**config.mk**
```make
export PLATFORM = sky130hd
export DESIGN_NAME = uart_tx_arbiter
export DESIGN_NICKNAME = d
export VERILOG_FILES = /design/src/rtl/uart_tx_arbiter.sv
export SDC_FILE = /design/constraint.sdc
export NUM_CORES = 1
export LEC_CHECK = 0
export CAP_MARGIN = 15
export CORE_MARGIN = 8
export CORE_UTILIZATION = 36
export CTS_BUF_LIST = sky130_fd_sc_hd__clkbuf_16
export DETAILED_ROUTE_END_ITERATION = 6
export HOLD_SLACK_MARGIN = 0.08
export PLACE_DENSITY = 0.79
export SLEW_MARGIN = 30
export SYNTH_ARGS = -nofsm -noshare
export SYNTH_HDL_FRONTEND = slang
export SYNTH_SLANG_ARGS = --single-unit
```
**constraint.sdc**
```tcl
create_clock -name clk -period 2.12 [get_ports clk]
set_input_delay 0.636 -clock clk [delete_from_list [all_inputs] [get_ports clk]]
set_output_delay 0.636 -clock clk [all_outputs]
set_load 0.02 [all_outputs]
```
**src/rtl/uart_tx_arbiter.sv**
```systemverilog
// Round-robin arbiter sharing the UART transmit FIFO between two byte-burst clients.
// Define UART_ARB_HDR_EN to prefix each burst with a {3'b101, id, len} header byte.
module uart_tx_arbiter #(
  parameter int unsigned LEN_W = 4
) (
  input  logic             clk,
  input  logic             reset,
  input  logic             req0,
  input  logic             req1,
  input  logic [LEN_W-1:0] len0,
  input  logic [LEN_W-1:0] len1,
  input  logic [7:0]       data0,
  input  logic [7:0]       data1,
  output logic             ack0,
  output logic             ack1,
  output logic             done0,
  output logic             done1,
  output logic [1:0]       gnt,
  output logic             busy,
  input  logic             tx_full,
  output logic             wr_uart,
  output logic [7:0]       w_data
);

`ifdef UART_ARB_HDR_EN
  typedef enum logic [1:0] {S_IDLE, S_HDR, S_SEND, S_DONE} state_e;
`else
  typedef enum logic [1:0] {S_IDLE, S_SEND, S_DONE} state_e;
`endif

  state_e           state_q, state_d;
  logic [1:0]       gnt_q, gnt_d;
  logic [LEN_W-1:0] cnt_q, cnt_d;
  logic             last_q, last_d;
  logic             id;
  logic             wr_c;
  logic [7:0]       byte_c;

  always_ff @(posedge clk) begin
    if (reset) begin
      state_q <= S_IDLE;
      gnt_q   <= 2'b00;
      cnt_q   <= '0;
      last_q  <= 1'b1;
    end else begin
      state_q <= state_d;
      gnt_q   <= gnt_d;
      cnt_q   <= cnt_d;
      last_q  <= last_d;
    end
  end

  assign id = gnt_q[1];

  always_comb begin
    state_d = state_q;
    gnt_d   = gnt_q;
    cnt_d   = cnt_q;
    last_d  = last_q;
    wr_c    = 1'b0;
    byte_c  = 8'h00;
    case (state_q)
      S_IDLE: begin
        if (req0 || req1) begin
          // On a tie the client that did not win last time is granted
          if (req0 && (!req1 || last_q)) begin
            gnt_d = 2'b01;
            cnt_d = len0;
          end else begin
            gnt_d = 2'b10;
            cnt_d = len1;
          end
`ifdef UART_ARB_HDR_EN
          state_d = S_HDR;
`else
          state_d = S_SEND;
`endif
        end
      end
`ifdef UART_ARB_HDR_EN
      S_HDR: begin
        wr_c   = !tx_full;
        byte_c = 8'({3'b101, id, cnt_q});
        if (wr_c) state_d = S_SEND;
      end
`endif
      S_SEND: begin
        wr_c   = !tx_full;
        byte_c = gnt_q[0] ? data0 : (gnt_q[1] ? data1 : 8'h00);
        if (wr_c) begin
          if (cnt_q == '0) state_d = S_DONE;
          else             cnt_d   = cnt_q - LEN_W'(1);
        end
      end
      S_DONE: begin
        last_d  = id;
        gnt_d   = 2'b00;
        state_d = S_IDLE;
      end
      default: state_d = S_IDLE;
    endcase
  end

  // Writes are blocked in any cycle reset is high so an abandoned burst cannot leak a byte
  assign wr_uart = wr_c && !reset;
  assign w_data  = reset ? 8'h00 : byte_c;
  assign ack0    = wr_uart && (state_q == S_SEND) && gnt_q[0];
  assign ack1    = wr_uart && (state_q == S_SEND) && gnt_q[1];
  assign done0   = !reset && (state_q == S_DONE) && gnt_q[0];
  assign done1   = !reset && (state_q == S_DONE) && gnt_q[1];
  assign gnt     = gnt_q;
  assign busy    = (state_q != S_IDLE);

endmodule

```
==> reports/results.ini, run 1 <==
[synthesis]
synthArstFlopShare_pct = 0
yosys.area.top_type = dfxtp_1
synth_top_area_share_pct = 25.3
synthFlopType = dfxtp_1
seq_area_frac_synth_pct = 25.3
syn_area_per_cell_um2 = 8.01
synthesis.area_um2 = 713
yosys.cell_count.top_type = nor2_1
synthTopCellsByCount = 11 x nor2_1, 9 x dfxtp_1, 8 x a22oi_1
yosys_register_bits = 9
synthCells = 89
synth_cell_types = 38
syn-num-nets = 119
synth_edf_count = 0
synth_area_leaders = dfxtp_1 25%, a22oi_1 8.4%, nor2_1 5.8%
ys_warn_count = 0

[clock_network]
numCtsBuffers = 3
cts_tree = yes
clock_latency_ns = 0.23
htree_levels = 1
cts_setup_buffers = 0
path_clk_slew_ns = 0.04
clk_path_buf_depth = 2
ctsRootBufferMaster = clkbuf_16
clock-sinks = 9

[floorplan]
die_y_um = 60.5
die_w_um = 60.5
rows = 16
core_mm2 = 0.00192
initial_core_util_pct = 37.1
io_pins = 45
die_area_mm2 = 0.00366

[setup_path]
critPathMaxFanout = 1
worstSetupStartpoint = data0[5]
crit-reg2reg-launch = cnt_q[0]
cp_data_required_time_ns = 1.48
critPathCaptureType = primary output
setup.worst_path.start_class = primary input
reg2reg_depth = 6
endpoint = w_data[5]
crit_type = in -> out
rr_endpoint = cnt_q[3]
cp.arrival_ns = 1.48
r2r_setup_slack_ns = 0.51

[timing]
hold_viol_final = 0
relSlewSlack_pct = 79.2
finClkSkew_ns = 0.00104
worst_slack_ns = 0.00246
max_freq_mhz = 472
tns_ns = 0
tightestPinTransition_ns = 0.313
min_period_over_period_pct = 99.9
finalSetupViolCount = 0
drv_slew = 0
fin_crit_ns = 2.12

[pwr]
p_total_uw = 873
switching_share_pct = 29.3
p_int_uw = 618
irDropWorstVdd_mv = 0.445
pwr-share-seq_pct = 24.0
p_leak_uw = 0.000584
cellPowerDensity_mw_per_mm2 = 640
p_switching_uw = 255
p_comb_share_pct = 38.1
clockPowerShare_pct = 37.8

[min_path]
worstHoldPathType = reg -> reg

[drt]
vias = 920
dr.pass1.iters = 4
post-route-drc-count = 0
viasPerCell = 5.41
ant_nets = 0
wl_per_cell_um = 16.4
dr.first_iter.drc_count = 28
routed_wl_mm = 2.78

[placed_design]
numPortBuffers = 44
dp_cells = 165
place.gp.congestion = 0.835
post-place-ws_ns = -0.652
dp.final_hpwl_mm = 2.04

[global_route]
grt_pass1_vias = 974
grt_pass1_wl_mm = 4.37
grt_max_degree = 12
grt_usage_pct = 15.6
grt-ovfl-total = 0
antenna_found_initial = 0

[job]
max_cap_violations = 0

[layout]
utilization_pct = 71.0
nets = 174
drive_gt1_share_pct = 37.1
stdcell_count = 170
fillCellCount = 150
area_delta_synth_final_pct = 91.4
diodes = 0

[status]
status = finished, final reports clean

## logic make-up (layout without fill, tap and decap cells)
logic type                 count (synthesis)  count (layout)  share of synthesized area, %
AOI/OAI and AO/OA                         34              34                          38.1
xor gates and xnor gates                   1               1                          1.23
adders and majority gates                  1               1                          1.75
buffers and inverters                     10              64                          7.19
DFF                                        9               9                          25.3
muxes                                      1               1                          1.40
and+or+nand+nor                           33              33                          25.1
## critical path, cell delays in order
cell	delay (ns)
clkdlybuf4s50_1	0.43
a22oi_2	0.20
nor2_1	0.06
buf_4	0.15
## power by group through the flow
stage	Sequential (uW)	Clock (uW)	Combinational (uW)
floorplan	215	0	178
global placement	211	0	306
detailed placement	212	0	311
CTS	209	331	326
global route	212	343	364
finish	210	330	333
## area by class of cell
class / count / area, um2 / area share [%]
multi-input cells: 70 / 544 / 39.9
repair buffers: 56 / 513 / 37.6
flip-flops and latches: 9 / 180 / 13.2
clock buffers: 3 / 75.1 / 5.50
well taps: 27 / 33.8 / 2.47
inverters: 4 / 15.0 / 1.10
clock inverters: 1 / 3.75 / 0.275
## flip-flops by register name, summed over array words and instances (netlist names)
name / flops
gnt: 2
last_q: 1
cnt_q: 4
state_q: 2
## placed cells by master, fill, tap and decap left out, types with 3 or more instances in the layout
cell / netlist / routed
dfxtp_1: 9 / 9
inv_1: 4 / 5
clkdlybuf4s50_1: 0 / 25
a31o_2: 3 / 3
clkbuf_16: 0 / 3
nor2_1: 11 / 7
nor2_2: 0 / 3
a22oi_2: 0 / 6
buf_2: 2 / 3
a211o_1: 3 / 3
dlymetal6s2s_1: 0 / 3
nand2b_1: 4 / 3
dlygate4sd2_1: 0 / 3
buf_4: 1 / 17
buf_6: 1 / 5
a21oi_1: 5 / 5
nand2_1: 5 / 5
## per-stage QoR
step	area (um2)	hold WS, ns
final	1370	0.507
after global routing	1370	0.517
after CTS	1330	0.506
after detailed placement	1240	0.499
after global placement	1240	0.481
after floorplan	716	0.464
## metal layers
metal / wire [um] / vias to the layer above / share of wire (%) / track usage [%]
met5: 0 / - / 0 / 0
met1: 1130 / 435 / 41 / 16.6
met3: 288 / 5 / 10 / 4.24
met4: 44 / 0 / 1.6 / 7.31
li1: - / 433 / - / -
met2: 1320 / 47 / 47 / 27.7
## how the worst min path moves through the flow
stage          slack [ns]  cells past startpoint        to     start
6_report             0.51                      2  cnt_q[1]  cnt_q[1]
5_1_grt              0.52                      2  cnt_q[1]  cnt_q[1]
4_1_cts              0.51                      2  cnt_q[1]  cnt_q[1]
3_5_place_dp         0.50                      2  cnt_q[1]  cnt_q[1]
3_3_place_gp         0.48                      2    last_q    last_q
2_1_floorplan        0.46                      2    last_q    last_q
## repair_timing
action | in CTS | in global routing
endpoints found under the setup margin | 14 | 6
pin swaps | 3 | 3
hold buffers | 0 | 0
hold endpoints to repair | 0 | 0
resized for setup | 80 | 10
gates cloned | 1 | 0
No activity file was read; power rests on OpenSTA's default activity.
==> run 2: changes to the inputs <==
Settings changed: CORE_UTILIZATION 36 to 32, PLACE_DENSITY 0.79 to 0.74.
Clock period 2.12 ns to 1.8 ns, I/O delays scaled along.
==> reports/results.ini, run 2 (same netlist as run 1, synthesis figures left out) <==
[status]
status = finished, final reports clean

[setup_path]
critPathBufInv = 2  ; unchanged
cp_data_required_time_ns = 1.26  ; -0.22 ns
cp.depth = 4  ; unchanged
critPathMaxStageDelay_ns = 0.28  ; -0.15 ns
critPathMaxFanout = 3  ; +2
cp.arrival_ns = 1.24  ; -0.24 ns
crit_type = in -> out
path_cells = dlygate4sd2_1 > nor2_4 > and2_2 > buf_2
cp_top_family = buffers and inverters
setup.worst_path.start_class = primary input
r2r_setup_slack_ns = 0.14  ; -0.37 ns
critPathCaptureType = primary output
cpMaxStageDelayCell = dlygate4sd2_1
reg2reg_depth = 6  ; unchanged

[pwr]
irDropWorstVdd_mv = 0.633  ; +42%
p_leak_uw = 0.000611  ; +4.7%
cellPowerDensity_mw_per_mm2 = 730  ; +14%

[floorplan]
io_pins = 45  ; unchanged
rows = 17  ; +1
die_w_um = 63.2  ; +4.5%
core_mm2 = 0.00217  ; +13%
die_area_mm2 = 0.00400  ; +9.1%
die_y_um = 63.2  ; +4.5%
initial_core_util_pct = 32.9  ; -4.2 points

[drt]
routed_wl_mm = 2.85  ; +2.4%
dr.first_iter.drc_count = 54  ; +93%
post-route-drc-count = 0  ; unchanged
viasPerCell = 5.34  ; -1.3%
dr.pass1.iters = 4  ; unchanged
wl_per_cell_um = 16.3  ; -0.48%
vias = 935  ; +1.6%
ant_nets = 0  ; unchanged

[layout]
finish.instance_area_mm2 = 0.00146  ; +6.6%
diodes = 0  ; unchanged
area_delta_synth_final_pct = 104
final_cell_mix = 19 x dlygate4sd2_1, 18 x buf_4, 10 x clkdlybuf4s50_1, 8 x a22oi_2, 8 x nor2_4
mostFrequentLayoutCell = dlygate4sd2_1
stdcell_count = 175  ; +2.9%
drive_gt1_share_pct = 47.6  ; +11 points
largest_reg_flops = 4  ; unchanged
max_flop_register = cnt_q
nets = 178  ; +2.3%

[placed_design]
dp_cells = 170  ; +3.0%
numPortBuffers = 44  ; unchanged
post-place-ws_ns = -0.897  ; -0.246 ns
dp.final_hpwl_mm = 2.06  ; +1.1%
place.gp.congestion = 0.818  ; -2.0%
place_area_mm2 = 0.00128  ; +3.7%

[global_route]
grt_busiest_layer = met2
grt_pass1_vias = 961  ; -1.3%
grt-ovfl-total = 0  ; unchanged
met1_usage_pct = 14.3  ; -2.3 points
grt_max_degree = 14  ; +2
use_met2_pct = 24.3  ; -3.4 points
antenna_found_initial = 0  ; unchanged
grt_pass1_wl_mm = 4.42  ; +1.3%
grtUsageMet3_pct = 4.95  ; +0.71 points
grt_usage_pct = 13.2  ; -2.4 points

[clock_network]
ctsRootBufferMaster = clkbuf_16
cts_tree = yes
numCtsBuffers = 3  ; unchanged
postCtsHoldBufs = 0  ; unchanged
htree_levels = 1  ; unchanged
clock-sinks = 9  ; unchanged
path_clk_slew_ns = 0.04  ; about the same
clock_latency_ns = 0.23  ; about the same
clk_path_buf_depth = 2  ; unchanged

[timing]
tightestPinTransition_ns = 0.218  ; -0.0949 ns
worst_slack_ns = 0.0200  ; +0.0175 ns
finalSetupViolCount = 0  ; unchanged
drv_slew = 0  ; unchanged
rsz0062_at_grt = yes
min_period_over_period_pct = 98.9
finClkSkew_ns = 0.000591  ; -0.000453 ns
relSlewSlack_pct = 85.4  ; +6.2 points
whs_ns = 0.494  ; -0.0136 ns
hold_viol_final = 0  ; unchanged
fin_crit_ns = 1.78
max_freq_mhz = 562

[job]
max_cap_violations = 0  ; unchanged

[min_path]
hold_depth = 2  ; unchanged
worstHoldPathType = reg -> reg

[run 2: worst paths after layout]
path / endpoint / from
max: ack0 / tx_full
min: last_q / last_q
max reg2reg: cnt_q[1] / cnt_q[0]
min reg2reg: last_q / last_q
[run 2: cell type report]
class / count / area [um2]
clock inverter: 1 / 3.75
timing repair buffer: 60 / 532
inverter: 4 / 15.0
clock buffer: 3 / 75.1
tap: 28 / 35.0
fill: 184 / 714
sequential: 9 / 183
multi-input combinational: 70 / 612
[run 2: worst register-to-register path, cell delays in order (launching register included)]
cell	delay (ns)
dfxtp_1	0.37
inv_1	0.07
ha_1	0.23
nor3b_1	0.15
o32a_4	0.36
a211o_1	0.30
o21ai_2	0.11
[run 2: per-layer routing]
layer	part of all wire, %	wire, um
met1	41	1160
met5	0	0
met3	7.6	216
met2	52	1470
met4	0.14	4
[run 2: where the power goes]
group | internal [uW] | leakage [uW] | switching [uW]
Clock | 290 | 0.0000423 | 95.8
Combinational | 220 | 0.000494 | 207
Sequential | 227 | 0.0000749 | 21.8
[run 2: timing repair]
| action | CTS | global route |
|---|---|---|
| gates resized for setup | 114 | 14 |
| gates cloned | 0 | 0 |
| setup buffers | 0 | 1 |
| setup endpoints to repair | 20 | 9 |
| pin swaps | 15 | 2 |
[run 2: metrics by stage]
stage | utilization (%) | TNS (ns) | power [uW]
6_report | 67.1 | 0 | 1060
5_1_grt | 67.1 | -0.00266 | 1110
4_1_cts | 64.2 | 0 | 1040
3_5_place_dp | 59.1 | -11.81 | 634
3_3_place_gp | 59.1 | -11.33 | 622
2_1_floorplan | - | 0 | 466
==> run 3: changes to the inputs <==
Settings changed: PLACE_DENSITY 0.74 to 0.76, TNS_END_PERCENT from default to 1.
==> reports/results.ini, run 3 (same netlist as run 1, synthesis figures left out) <==
[clock_network]
cts_setup_buffers = 0  ; unchanged
cts_tree = yes
path_clk_slew_ns = 0.04  ; about the same
clock-sinks = 9  ; unchanged
numCtsBuffers = 3  ; unchanged
htree_levels = 1  ; unchanged
clock_latency_ns = 0.23  ; about the same
clk_path_buf_depth = 2  ; unchanged
ctsRootBufferMaster = clkbuf_16

[floorplan]
io_pins = 45  ; unchanged
die_y_um = 63.2  ; unchanged
core_mm2 = 0.00217  ; unchanged
rows = 17  ; unchanged
die_w_um = 63.2  ; unchanged
die_area_mm2 = 0.00400  ; unchanged
initial_core_util_pct = 32.9  ; unchanged

[layout]
diodes = 0  ; unchanged
multi_input_area_um2 = 612  ; unchanged
largest_reg_flops = 4  ; unchanged
area_delta_synth_final_pct = 118
mostFrequentLayoutCell = buf_4
nets = 181  ; +1.7%
max_flop_register = cnt_q
utilization_pct = 71.5  ; +4.4 points
final-seq-area_um2 = 183  ; unchanged
final_cell_mix = 21 x buf_4, 14 x dlymetal6s2s_1, 10 x clkdlybuf4s50_1, 9 x buf_6, 8 x nor2_4
fillCellCount = 163  ; -11%
drive_gt1_share_pct = 48.0  ; +0.38 points

[job]
max_cap_violations = 0  ; unchanged

[timing]
tightestPinTransition_ns = 0.311  ; +0.0935 ns
worst_slack_ns = -0.00177  ; -0.0218 ns
hold_viol_final = 0  ; unchanged
min_period_over_period_pct = 100  ; +1.2 points
relSlewSlack_pct = 79.2  ; -6.1 points
max_freq_mhz = 555  ; -1.2%
finClkSkew_ns = 0.000501  ; -0.0000891 ns
finalSetupViolCount = 1  ; +1
tns_ns = -0.00177  ; -0.00177 ns
fin_crit_ns = 1.80  ; +0.0218 ns
drv_slew = 0  ; unchanged
rsz0062_at_grt = yes

[drt]
vias = 951  ; +1.7%
highest_layer = met4
viasPerCell = 5.34  ; about the same
routed_wl_mm = 3.11  ; +8.9%
dr.pass1.iters = 4  ; unchanged
ant_nets = 0  ; unchanged
wl_per_cell_um = 17.4  ; +7.0%
post-route-drc-count = 0  ; unchanged
dr.first_iter.drc_count = 49  ; -9.3%
wl_met1_mm = 1.27  ; +9.2%
dr_wl_met3_um = 211  ; -2.3%
wl_met2_mm = 1.55  ; +5.6%

[setup_path]
crit_type = in -> out
setup.worst_path.start_class = primary input
cp.arrival_ns = 1.26  ; +0.02 ns
critPathMaxFanout = 1  ; -2
cp_data_required_time_ns = 1.26  ; about the same
critPathCaptureType = primary output

[min_path]
worstHoldPathType = reg -> reg

[global_route]
grt-ovfl-total = 0  ; unchanged
grt_usage_pct = 13.6  ; +0.40 points
grt_max_degree = 14  ; unchanged
grt_pass1_vias = 934  ; -2.8%
grt_pass1_wl_mm = 4.46  ; +0.95%
antenna_found_initial = 0  ; unchanged

[pwr]
irDropWorstVdd_mv = 0.434  ; -32%
cellPowerDensity_mw_per_mm2 = 695  ; -4.8%
p_leak_uw = 0.000754  ; +23%

[placed_design]
post-place-ws_ns = -0.796  ; +0.101 ns
numPortBuffers = 44  ; unchanged
dp.final_hpwl_mm = 2.13  ; +3.5%
place.gp.congestion = 0.866  ; +5.8%

[status]
status = finished with violations
violations = negative setup slack

[run 3: changes by cell type in the layout (fill, tap and decap cells not counted), moves of 2 or more]
| cell | previous run | this run |
|---|---|---|
| buf_2 | 4 | 1 |
| buf_4 | 18 | 21 |
| buf_6 | 7 | 9 |
| dlygate4sd2_1 | 19 | 5 |
| dlymetal6s2s_1 | 0 | 14 |
[run 3: repair_timing]
| action | CTS | global route |
|---|---|---|
| resized for setup | 81 | 50 |
| hold buffers | 0 | 0 |
| gates cloned | 0 | 1 |
| pin swaps | 6 | 14 |
| setup endpoints to repair | 16 | 15 |
[run 3: where the power goes]
group          leakage, uW  switching (uW)  internal [uW]
clock            0.0000423            95.7            290
sequential       0.0000749            22.2            227
combinational     0.000637             209            235
[run 3: final timing paths]
check                           cells after the start   endpoint  slack (ns)      from
worst max-delay path                                4  w_data[3]      -0.002  data0[3]
worst min-delay path                                2   cnt_q[1]        0.51  cnt_q[1]
worst min register to register                      2   cnt_q[1]        0.51  cnt_q[1]
worst max register to register                      6   cnt_q[3]        0.16  cnt_q[0]
[run 3: worst max-delay path, cell delays in order]
cell and delay, ns:
dlygate4sd2_1 0.26, a22oi_2 0.26, nor2_4 0.07, buf_6 0.13
[run 3: per-stage QoR]
stage	std cells	cell area, um2	hold slack, ns	power (uW)
after global placement	173	1300	0.491	630
final	178	1550	0.506	1080
after floorplan	89	726	0.464	465
after detailed placement	173	1300	0.496	640
after CTS	177	1380	0.505	1040
after global routing	178	1550	0.548	1130
[run 3: final cells by class]
cell class              instances  area share (%)
clock buffers                   3            4.84
clock inverters                 1           0.242
inverters                       4           0.968
multi-input cells              70            39.4
flip-flops and latches          9            11.8
well taps                      28            2.26
repair buffers                 63            40.5
[run 3: layer usage]
layer	global-route usage, %	up-vias
li1	-	450
met1	15.4	442
met2	23.0	53
met3	3.53	6
met4	6.69	0
met5	0	-
